### src/rtl/mux4_rr_arbiter.sv
// Round-robin arbiter sharing one 4:1 mux channel among four requesters.
// Grants are held for up to MAX_HOLD cycles while the owner keeps requesting, then rotate.
module mux4_rr_arbiter #(
    parameter int MAX_HOLD = 8
) (
    input  logic       CLK,
    input  logic       RST_N,
    input  logic [3:0] REQ,
    output logic [3:0] GNT,
    output logic       S0,
    output logic       S1,
    output logic       ACTIVE
);

    typedef enum logic {
        ST_IDLE  = 1'b0,
        ST_GRANT = 1'b1
    } state_t;

    localparam logic [3:0] HOLD_LIM = 4'(MAX_HOLD);

    state_t     r_state;
    logic [3:0] r_cnt;
    logic [1:0] r_ptr;
    logic [3:0] r_gnt;
    logic [1:0] r_sel;
    logic       r_active;

    state_t     w_state_nxt;
    logic [3:0] w_cnt_nxt;
    logic [1:0] w_ptr_nxt;
    logic [3:0] w_gnt_nxt;
    logic [1:0] w_sel_nxt;
    logic       w_active_nxt;
    logic [2:0] w_arb;
    logic [1:0] w_next_start;

    // Returns {found, index} of the first request seen scanning from start upward, modulo 4.
    function automatic logic [2:0] arb(input logic [3:0] req, input logic [1:0] start);
        logic [2:0] res;
        logic [1:0] idx;
        res = 3'b000;
        for (int i = 3; i >= 0; i--) begin
            idx = start + 2'(i);
            if (req[idx]) begin
                res = {1'b1, idx};
            end else begin
                res = res;
            end
        end
        return res;
    endfunction

    assign w_next_start = r_sel + 2'd1;

    // Next-state, hold counter, pointer and grant decisions.
    always_comb begin
        w_state_nxt = r_state;
        w_cnt_nxt   = r_cnt;
        w_ptr_nxt   = r_ptr;
        w_gnt_nxt   = r_gnt;
        w_sel_nxt   = r_sel;
        w_arb       = 3'b000;
        case (r_state)
            ST_IDLE: begin
                w_arb = arb(REQ, r_ptr);
                if (w_arb[2]) begin
                    w_state_nxt = ST_GRANT;
                    w_cnt_nxt   = 4'd1;
                    w_gnt_nxt   = 4'b0001 << w_arb[1:0];
                    w_sel_nxt   = w_arb[1:0];
                end else begin
                    w_state_nxt = ST_IDLE;
                end
            end
            ST_GRANT: begin
                // r_sel always names the current owner while in GRANT.
                if (!REQ[r_sel] || (r_cnt == HOLD_LIM)) begin
                    w_ptr_nxt = w_next_start;
                    w_arb     = arb(REQ, w_next_start);
                    if (w_arb[2]) begin
                        w_cnt_nxt = 4'd1;
                        w_gnt_nxt = 4'b0001 << w_arb[1:0];
                        w_sel_nxt = w_arb[1:0];
                    end else begin
                        w_state_nxt = ST_IDLE;
                        w_cnt_nxt   = 4'd0;
                        w_gnt_nxt   = 4'b0000;
                    end
                end else begin
                    w_cnt_nxt = r_cnt + 4'd1;
                end
            end
            default: begin
                w_state_nxt = ST_IDLE;
                w_cnt_nxt   = 4'd0;
                w_gnt_nxt   = 4'b0000;
            end
        endcase
        w_active_nxt = |w_gnt_nxt;
    end

    // State and output registers with asynchronous reset.
    always_ff @(posedge CLK or negedge RST_N) begin
        if (!RST_N) begin
            r_state  <= ST_IDLE;
            r_cnt    <= 4'd0;
            r_ptr    <= 2'd0;
            r_gnt    <= 4'b0000;
            r_sel    <= 2'd0;
            r_active <= 1'b0;
        end else begin
            r_state  <= w_state_nxt;
            r_cnt    <= w_cnt_nxt;
            r_ptr    <= w_ptr_nxt;
            r_gnt    <= w_gnt_nxt;
            r_sel    <= w_sel_nxt;
            r_active <= w_active_nxt;
        end
    end

    assign GNT    = r_gnt;
    assign S0     = r_sel[1];
    assign S1     = r_sel[0];
    assign ACTIVE = r_active;

endmodule

### config.mk
export PLATFORM = sky130hd
export DESIGN_NAME = mux4_rr_arbiter
export DESIGN_NICKNAME = d
export VERILOG_FILES = /design/src/rtl/mux4_rr_arbiter.sv
export SDC_FILE = /design/constraint.sdc
export NUM_CORES = 1
export LEC_CHECK = 0
export CAP_MARGIN = 25
export CORE_MARGIN = 4
export CORE_UTILIZATION = 57
export CTS_CLUSTER_SIZE = 8
export DETAILED_ROUTE_END_ITERATION = 7
export MAX_ROUTING_LAYER = met4
export PLACE_DENSITY = 0.83
export SETUP_SLACK_MARGIN = 0.2
export SYNTH_ARGS = -nofsm -noshare
export SYNTH_HDL_FRONTEND = slang
export SYNTH_SLANG_ARGS = --single-unit
### constraint.sdc
create_clock -name CLK -period 5.3 [get_ports CLK]
set_clock_uncertainty 0.15 [all_clocks]
set_input_delay 1.06 -clock CLK [delete_from_list [all_inputs] [get_ports CLK]]
set_output_delay 1.06 -clock CLK [all_outputs]
set_load 0.03 [all_outputs]
==> out/metrics.csv, run 1 <==
metric,value,unit
status,"finished, final reports clean",
syn nets,110,
via count,801,
Final nets,120,
Comb power frac,0.556,
Sw Share,0.437,
ant diodes,0,
worst hold path class,reg -> reg,
sequential share of power,0.346,
Ports,13,
vias in the first global route,747,
DR iter-0 viols,12,
first-pass GRT wire length,3.26,mm
Leak Pwr,0.454,nW
register bit count reported by yosys,14,
die height,48.4,um
maximum root-to-sink buffer count,2,
filler instances,119,
initial antenna violation count,0,
core area,1520,um^2
Tmin final,3.10,ns
Yosys cell types,42,
Worst Slack Setup Final,2.20,ns
Vias/cell,6.36,
most numerous cell in the Yosys netlist,dfrtp_1,
pre-CTS WS,1.94,ns
Worst-Margin Slew,0.816,ns
TritonCTS buffer count,3,
gr usage total,0.179,
required time of the critical path,5.29,ns
final hold vios,0,
Die Wd,48.4,um
kind of critical path,in -> reg,
Max VDD drop,0.000309,V
Worst R2R Path Depth,6,
IO Port Bufs,12,
CP max FO,9,
Power Dens Cells,557,nW/um^2
Max Cap Viol,0,
root buffer cell,clkbuf_4,
total grt overflow,0,
Post-synth EDFFs,0,
fin. max-slew vios,0,
TNS Setup,0,ns
# rows,14,
buffer count from post-CTS setup fixing,0,
post-route ant nets,0,
DP Wirelength,1.41,mm
CTS tree,built,
share of layout cells above drive strength 1,0.0818,
Post-synth top flop,dfrtp_1,
GPL Wtd Cong,0.754,
CTS sink count,14,
fin cells,126,
maximum clock rate,0.323,GHz
Final setup viols,0,
Int Power,328,uW
residual DRC count,0,
Ys Warns,0,
Post-synth top cells,"dfrtp_1 (14), nand2_1 (10), o21ai_0 (9)",
syn avg cell area,9.13,um^2
WL per Instance,15.1,um
area grow syn2layout,12.2,%
RSZ-0062 raised after global routing,no,
relative slew slack,0.451,
hold buffers post-CTS,0,
post-synth top area cell,dfrtp_1,
Mapped Cells,102,
largest net degree at the start of global routing,15,
final wirelength,1.90,mm
register area share after synthesis,0.376,
Setup crit end kind,flop,
Post-Syn Area,931,um^2
clk slew on worst S/H paths,0.07,ns
Starting Density,0.611,
"top cells by area, synth","dfrtp_1 (38%), o21ai_0 (4.8%), nand2_1 (4.0%)",
hold depth,1,
Switch Pwr,255,uW
Post-CTS Resized,0,
Startpoint Class,input port,
iteration count of the initial detailed-routing pass,5,
H-tree levels,1,
Post-synth ARST share,1.00,
clock latency at the later pin of the worst-skew pair,0.28,ns
die area,2340,um^2
Clock power frac,0.098,
fin crit share,0.584,
worst path arrival time,3.08,ns
share of the synthesized area in the top cell type,0.376,
dpl cells,123,
-- cell families (layout without fill, tap and decap cells) --
logic type               Yosys count  after routing  synth area share
AND/OR/NAND/NOR                   34             34             0.206
AO/OA/AOI/OAI                     32             32             0.247
buffers and inverters             16             24            0.0887
flip-flops                        14             14             0.376
multiplexers                       3              3            0.0457
adder cells (fa/ha/maj)            2              2            0.0269
XOR/XNOR                           1              1           0.00941
-- area by class of cell --
cell class	instances	area, um^2	share of cell area
clock buffer	3	22.5	0.0216
inverter	9	33.8	0.0323
multi-input combinational	72	498	0.477
sequential	14	350	0.335
tap	16	20.0	0.0192
timing repair buffer	12	120	0.115
-- cells in the final DEF (no fill, tap or decap) --
cell             Yosys  final
dfrtp_1             14     14
clkdlybuf4s50_1      0     12
nand2_1             10     10
o21ai_0              9      9
inv_1                8      8
nor2_1               8      8
a21oi_1              5      5
nand2b_1             3      3
clkbuf_4             0      3
and3_1               2      2
mux2i_1              2      2
o22ai_1              2      2
a221o_1              2      2
nand3_1              2      2
o221ai_1             2      2
o31ai_1              2      2
ha_1                 2      2
nor4_1               1      1
inv_2                1      1
mux4_2               1      1
nand3b_1             1      1
and2_4               1      1
nand2_8              1      1
o21ai_4              1      1
o2bb2ai_1            1      1
a211oi_1             1      1
a2bb2oi_1            1      1
o32a_1               1      1
nand2b_4             1      1
o21a_1               1      1
a311oi_1             1      1
nor3_1               1      1
o22a_1               1      1
a222oi_1             1      1
and2_1               1      1
nand4b_1             1      1
a22o_1               1      1
and2_0               1      1
xnor2_1              1      1
-- layer usage --
layer | track usage | share of wire | vias up
li1 | - | - | 385
met1 | 0.225 | 0.46 | 392
met2 | 0.265 | 0.48 | 20
met3 | 0.0276 | 0.038 | 4
met4 | 0.115 | 0.021 | 0
met5 | - | 0 | -
-- worst max-delay path: stages --
cell             delay, ns
clkdlybuf4s50_1       0.55
nor4_1                0.78
nor2_1                0.11
a222oi_1              0.42
nand4b_1              0.15
-- power by group through the flow --
stage          registers [mW]  logic (mW)  clock network (mW)
2_1_floorplan           0.223       0.217                   0
3_3_place_gp            0.202       0.316                   0
3_5_place_dp            0.203       0.323                   0
4_1_cts                 0.201       0.324              0.0597
5_1_grt                 0.209       0.354              0.0654
6_report                0.201       0.324              0.0573
-- path summary, 6_finish.rpt --
check | slack [ns] | from | end
worst min-delay path | 0.34 | r_cnt[3] | r_cnt[3]
worst min register to register | 0.34 | r_cnt[3] | r_cnt[3]
min in group asynchronous | 1.01 | RST_N | r_cnt[1]
worst max-delay path | 2.20 | REQ[1] | ACTIVE
max in group asynchronous | 3.60 | RST_N | r_ptr[0]
worst max register to register | 2.94 | r_sel[1] | ACTIVE
-- metrics by stage --
stage | utilization | total power, mW | hold WS (ns) | cell area (um^2)
after floorplan | - | 0.440 | 0.295 | 931
after global placement | 0.671 | 0.518 | 0.324 | 1020
after detailed placement | 0.671 | 0.526 | 0.338 | 1020
after CTS | 0.686 | 0.586 | 0.350 | 1040
after global routing | 0.686 | 0.629 | 0.374 | 1040
final | 0.686 | 0.582 | 0.343 | 1040
-- registers in the layout, indices dropped and copies added, names as in the netlist --
signal	flops
GNT	4
r_cnt	4
ACTIVE	1
r_sel	2
r_state	1
r_ptr	2
Note: power is estimated with default switching activity, not from simulation.
==> run 2, diff against run 1 <==
Settings changed: CORE_UTILIZATION 57 to 47, PLACE_DENSITY 0.83 to 0.73.
Clock period 5.3 ns to 2.5 ns, I/O delays scaled along.
==> run 2 against run 1 <==
Compared with the run above: non-clock buffer count is 17 higher; worst setup slack worse by 1.9 ns; die area is 18% higher; cell count is 21% higher; first-iteration DRC count grew to 2.5 times the previous value; register-to-register slack worse by 2.5 ns.
==> out/metrics.csv, run 2 (synthesis results as in run 1) <==
metric,value,unit
Power Dens Cells,1160,nW/um^2
final wirelength,2.20,mm
TritonCTS buffer count,3,
# rows,15,
"commonest cells after routing, fill and taps aside","buf_4 (15), dfrtp_1 (14), nand2_1 (10)",
relative slew slack,0.581,
DP Wirelength,1.62,mm
Startpoint Class,flop,
area grow syn2layout,32.1,%
via count,850,
vias in the first global route,831,
kind of critical path,reg -> out,
buffer count from post-CTS setup fixing,0,
CTS sink count,14,
initial antenna violation count,0,
Tmin final,2.18,ns
fin crit share,0.872,
core area,1800,um^2
fin. max-slew vios,0,
die height,52.5,um
post-route ant nets,0,
IO Port Bufs,12,
Ports,13,
utilization after layout,0.683,
ant diodes,0,
Vias/cell,5.56,
maximum root-to-sink buffer count,2,
Die Wd,52.5,um
Max VDD drop,0.000788,V
Final nets,137,
residual DRC count,0,
H-tree levels,1,
filler instances,149,
required time of the critical path,1.85,ns
iteration count of the initial detailed-routing pass,4,
RSZ-0062 raised after global routing,no,
final hold vios,0,
largest net degree at the start of global routing,15,
CP max FO,9,
maximum clock rate,0.459,GHz
DR iter-0 viols,30,
gr usage total,0.185,
clock latency at the later pin of the worst-skew pair,0.29,ns
GPL Wtd Cong,0.851,
Leak Pwr,0.585,nW
share of layout cells above drive strength 1,0.234,
Setup crit end kind,output port,
"most common cell after layout, fill and taps aside",buf_4,
Final setup viols,0,
Power Total,1.42,mW
worst path arrival time,1.53,ns
CTS tree,built,
Max Cap Viol,0,
worst hold path class,reg -> reg,
Starting Density,0.517,
die area,2760,um^2
WL per Instance,14.4,um
first-pass GRT wire length,3.67,mm
status,"finished, final reports clean",
clk slew on worst S/H paths,0.09,ns
root buffer cell,clkbuf_4,
Worst-Margin Slew,0.626,ns
total grt overflow,0,
run 2: cell type report:
cell class	instances	area (um^2)	share of cell area
multi-input cells	72	513	0.417
flip-flops and latches	14	350	0.285
repair buffers	29	265	0.216
clock buffers	4	36.3	0.0295
inverters	9	33.8	0.0275
well taps	25	31.3	0.0254
run 2: worst max-delay path: stages (launching register included):
cell and delay (ns):
dfrtp_1 0.38, buf_4 0.18, clkdlybuf4s50_1 0.68
run 2: timing repair:
| item | CTS | global route |
|---|---|---|
| pin swaps | 1 | 4 |
| endpoints found under the setup margin | 1 | 4 |
| hold buffers | 0 | 0 |
| gates resized for setup | 1 | 9 |
run 2: final timing paths:
| check | startpoint | depth (start not counted) | slack (ns) | endpoint |
|---|---|---|---|---|
| setup / recovery | r_sel[1] | 2 | 0.32 | S0 |
| hold reg to reg | r_cnt[3] | 1 | 0.34 | r_cnt[3] |
| hold / removal | r_cnt[3] | 1 | 0.34 | r_cnt[3] |
| max in group asynchronous | RST_N | 1 | 1.35 | r_state |
| min in group asynchronous | RST_N | 1 | 0.44 | r_ptr[1] |
| setup reg to reg | r_sel[1] | 6 | 0.43 | ACTIVE |
run 2: layer usage:
metal,GRT usage,up-vias,routed length [um]
li1,-,414,-
met2,0.285,25,1090
met5,-,-,0
met4,0.0681,0,12
met1,0.246,409,997
met3,0.0285,2,98
run 2: where the power goes:
group	switching, mW	leakage, nW	total [mW]	internal, mW
combinational	0.417	0.393	0.842	0.426
sequential	0.0930	0.171	0.410	0.317
clock	0.0817	0.0210	0.170	0.0887
run 2: per-stage QoR:
| step | std cells | instance area [um^2] | hold slack (ns) | setup TNS, ns | worst slack, ns |
|---|---|---|---|---|---|
| after floorplan | 102 | 931 | 0.0544 | 0 | 0.224 |
| after global placement | 149 | 1160 | 0.323 | -0.0755 | -0.0755 |
| after detailed placement | 149 | 1160 | 0.323 | -0.205 | -0.150 |
| after CTS | 153 | 1200 | 0.335 | 0 | 0.201 |
| after global routing | 153 | 1230 | 0.395 | 0 | 0.248 |
| final | 153 | 1230 | 0.336 | 0 | 0.320 |
==> run 3, diff against run 2 <==
Settings changed: CORE_UTILIZATION 47 to 54, DONT_BUFFER_PORTS set to 1, PLACE_DENSITY 0.73 to 0.72, SETUP_SLACK_MARGIN 0.2 to 0.05, SKIP_LAST_GASP set to 1.
==> run 3 against run 2 <==
Compared with the run above: highest routed layer unchanged; global-route usage grew 0.62 points; utilization down 5.0 points; die area fell by 11%; critical path depth up 4; design area is 20% lower; via count is 8.6% lower; sequential share of layout area grew 7.0 points; largest power group unchanged.
==> out/metrics.csv, run 3 (synthesis results as in run 1) <==
metric,value,unit
kind of critical path,reg -> reg,
TNS Setup,0,ns
CP peak stage delay,0.59,ns
status,"finished, final reports clean",
die height,49.5,um
final wirelength,2.06,mm
worst path bufs/invs,0,
ant diodes,0,
Worst-Margin Slew,0.686,ns
CTS sink count,14,
worst path arrival time,2.23,ns
relative slew slack,0.540,
Starting Density,0.597,
clk slew on worst S/H paths,0.10,ns
H-tree levels,1,
clock latency at the later pin of the worst-skew pair,0.28,ns
Reg2Reg Capture Point,ACTIVE,
CTS tree,built,
GPL Wtd Cong,0.859,
final hold vios,0,
Final setup viols,0,
maximum root-to-sink buffer count,2,
crit path capture,ACTIVE,
core area,1560,um^2
post-route cell area,986,um^2
fin. max-slew vios,0,
Max VDD drop,0.000597,V
Setup crit end kind,flop,
Tmin final,2.25,ns
area grow syn2layout,5.91,%
post-route ant nets,0,
pre-CTS WS,0.310,ns
share of layout cells above drive strength 1,0.143,
vias in the first global route,777,
Worst Slack Setup Final,0.251,ns
Hold Crit Start,r_cnt[3],
gr usage total,0.192,
# rows,14,
Power Total,1.24,mW
Vias/cell,6.42,
via count,777,
fin crit share,0.899,
RSZ-0062 raised after global routing,no,
WP depth,6,
die area,2450,um^2
Leak Pwr,0.444,nW
root buffer cell,clkbuf_4,
worst hold path class,reg -> reg,
initial antenna violation count,0,
TritonCTS buffer count,3,
CP max FO,7,
Ports,13,
WL per Instance,17.0,um
Final nets,114,
Power Dens Cells,1260,nW/um^2
IO Port Bufs,0,
Placed Instance Area,940,um^2
DP Wirelength,1.57,mm
RR Startpoint,r_ptr[1],
cell family with most CP delay,compound AO/OA/AOI/OAI gates,
"Slowest-stage cell, CP",a311oi_1,
first-pass GRT wire length,3.55,mm
"most common cell after layout, fill and taps aside",dfrtp_1,
"commonest cells after routing, fill and taps aside","dfrtp_1 (14), nand2_1 (10), o21ai_0 (9)",
iteration count of the initial detailed-routing pass,4,
largest net degree at the start of global routing,15,
Max Cap Viol,0,
Worst Setup SP,r_ptr[1],
dpl cells,116,
r2r setup slk,0.25,ns
total grt overflow,0,
CP cell instances,mux2i_1 -> nor2_1 -> a311oi_1 -> o31ai_1 -> a222oi_1 -> nand4b_1,
residual DRC count,0,
Startpoint Class,flop,
Worst R2R Path Depth,6,
Die Wd,49.5,um
required time of the critical path,2.48,ns
maximum clock rate,0.445,GHz
DR iter-0 viols,32,
fin cells,121,
## run 3: metrics by stage
step | hold WS (ns) | util
global route | 0.373 | 0.632
global placement | 0.0548 | 0.603
floorplan | 0.0544 | -
CTS | 0.350 | 0.632
finish | 0.349 | 0.632
detailed placement | 0.0548 | 0.603
## run 3: worst min path at each step
stage	endpoint	slack (ns)	cells past startpoint
final	r_cnt[3]	0.35	1
after global routing	r_cnt[3]	0.37	1
after CTS	r_cnt[3]	0.35	1
after detailed placement	r_cnt[2]	0.05	0
after global placement	r_cnt[2]	0.05	0
after floorplan	ACTIVE	0.05	0
## run 3: metal layers
metal	vias up	global-route usage	share of wire
met2	17	0.295	0.47
met1	379	0.242	0.46
met4	0	0.0737	0.012
li1	377	-	-
met3	4	0.0482	0.050
met5	-	-	0
## run 3: worst register-to-register path, delay by kind of cell, from the launching register on
kind	cells	cell delay, ns
simple gates	2	0.21
mux	1	0.21
flops	1	0.48
compound gates	3	1.06
## run 3: report_power, final
part / internal [mW] / switching (mW) / total, mW
clock network: 0.0884 / 0.0768 / 0.165
registers: 0.316 / 0.152 / 0.468
logic: 0.280 / 0.324 / 0.604
## run 3: layout make-up
cell class                      instances  area, um^2
Fill cell                             136         573
Multi-Input combinational cell         72         498
Sequential cell                        14         350
Timing Repair Buffer                    6        47.5
Clock buffer                            4        36.3
Inverter                                9        33.8
Tap cell                               16        20.0
## run 3: repair_timing
action,in CTS,in global routing
hold buffers,1,0
setup buffers,0,0
resized for setup,0,0
hold endpoints to repair,14,0
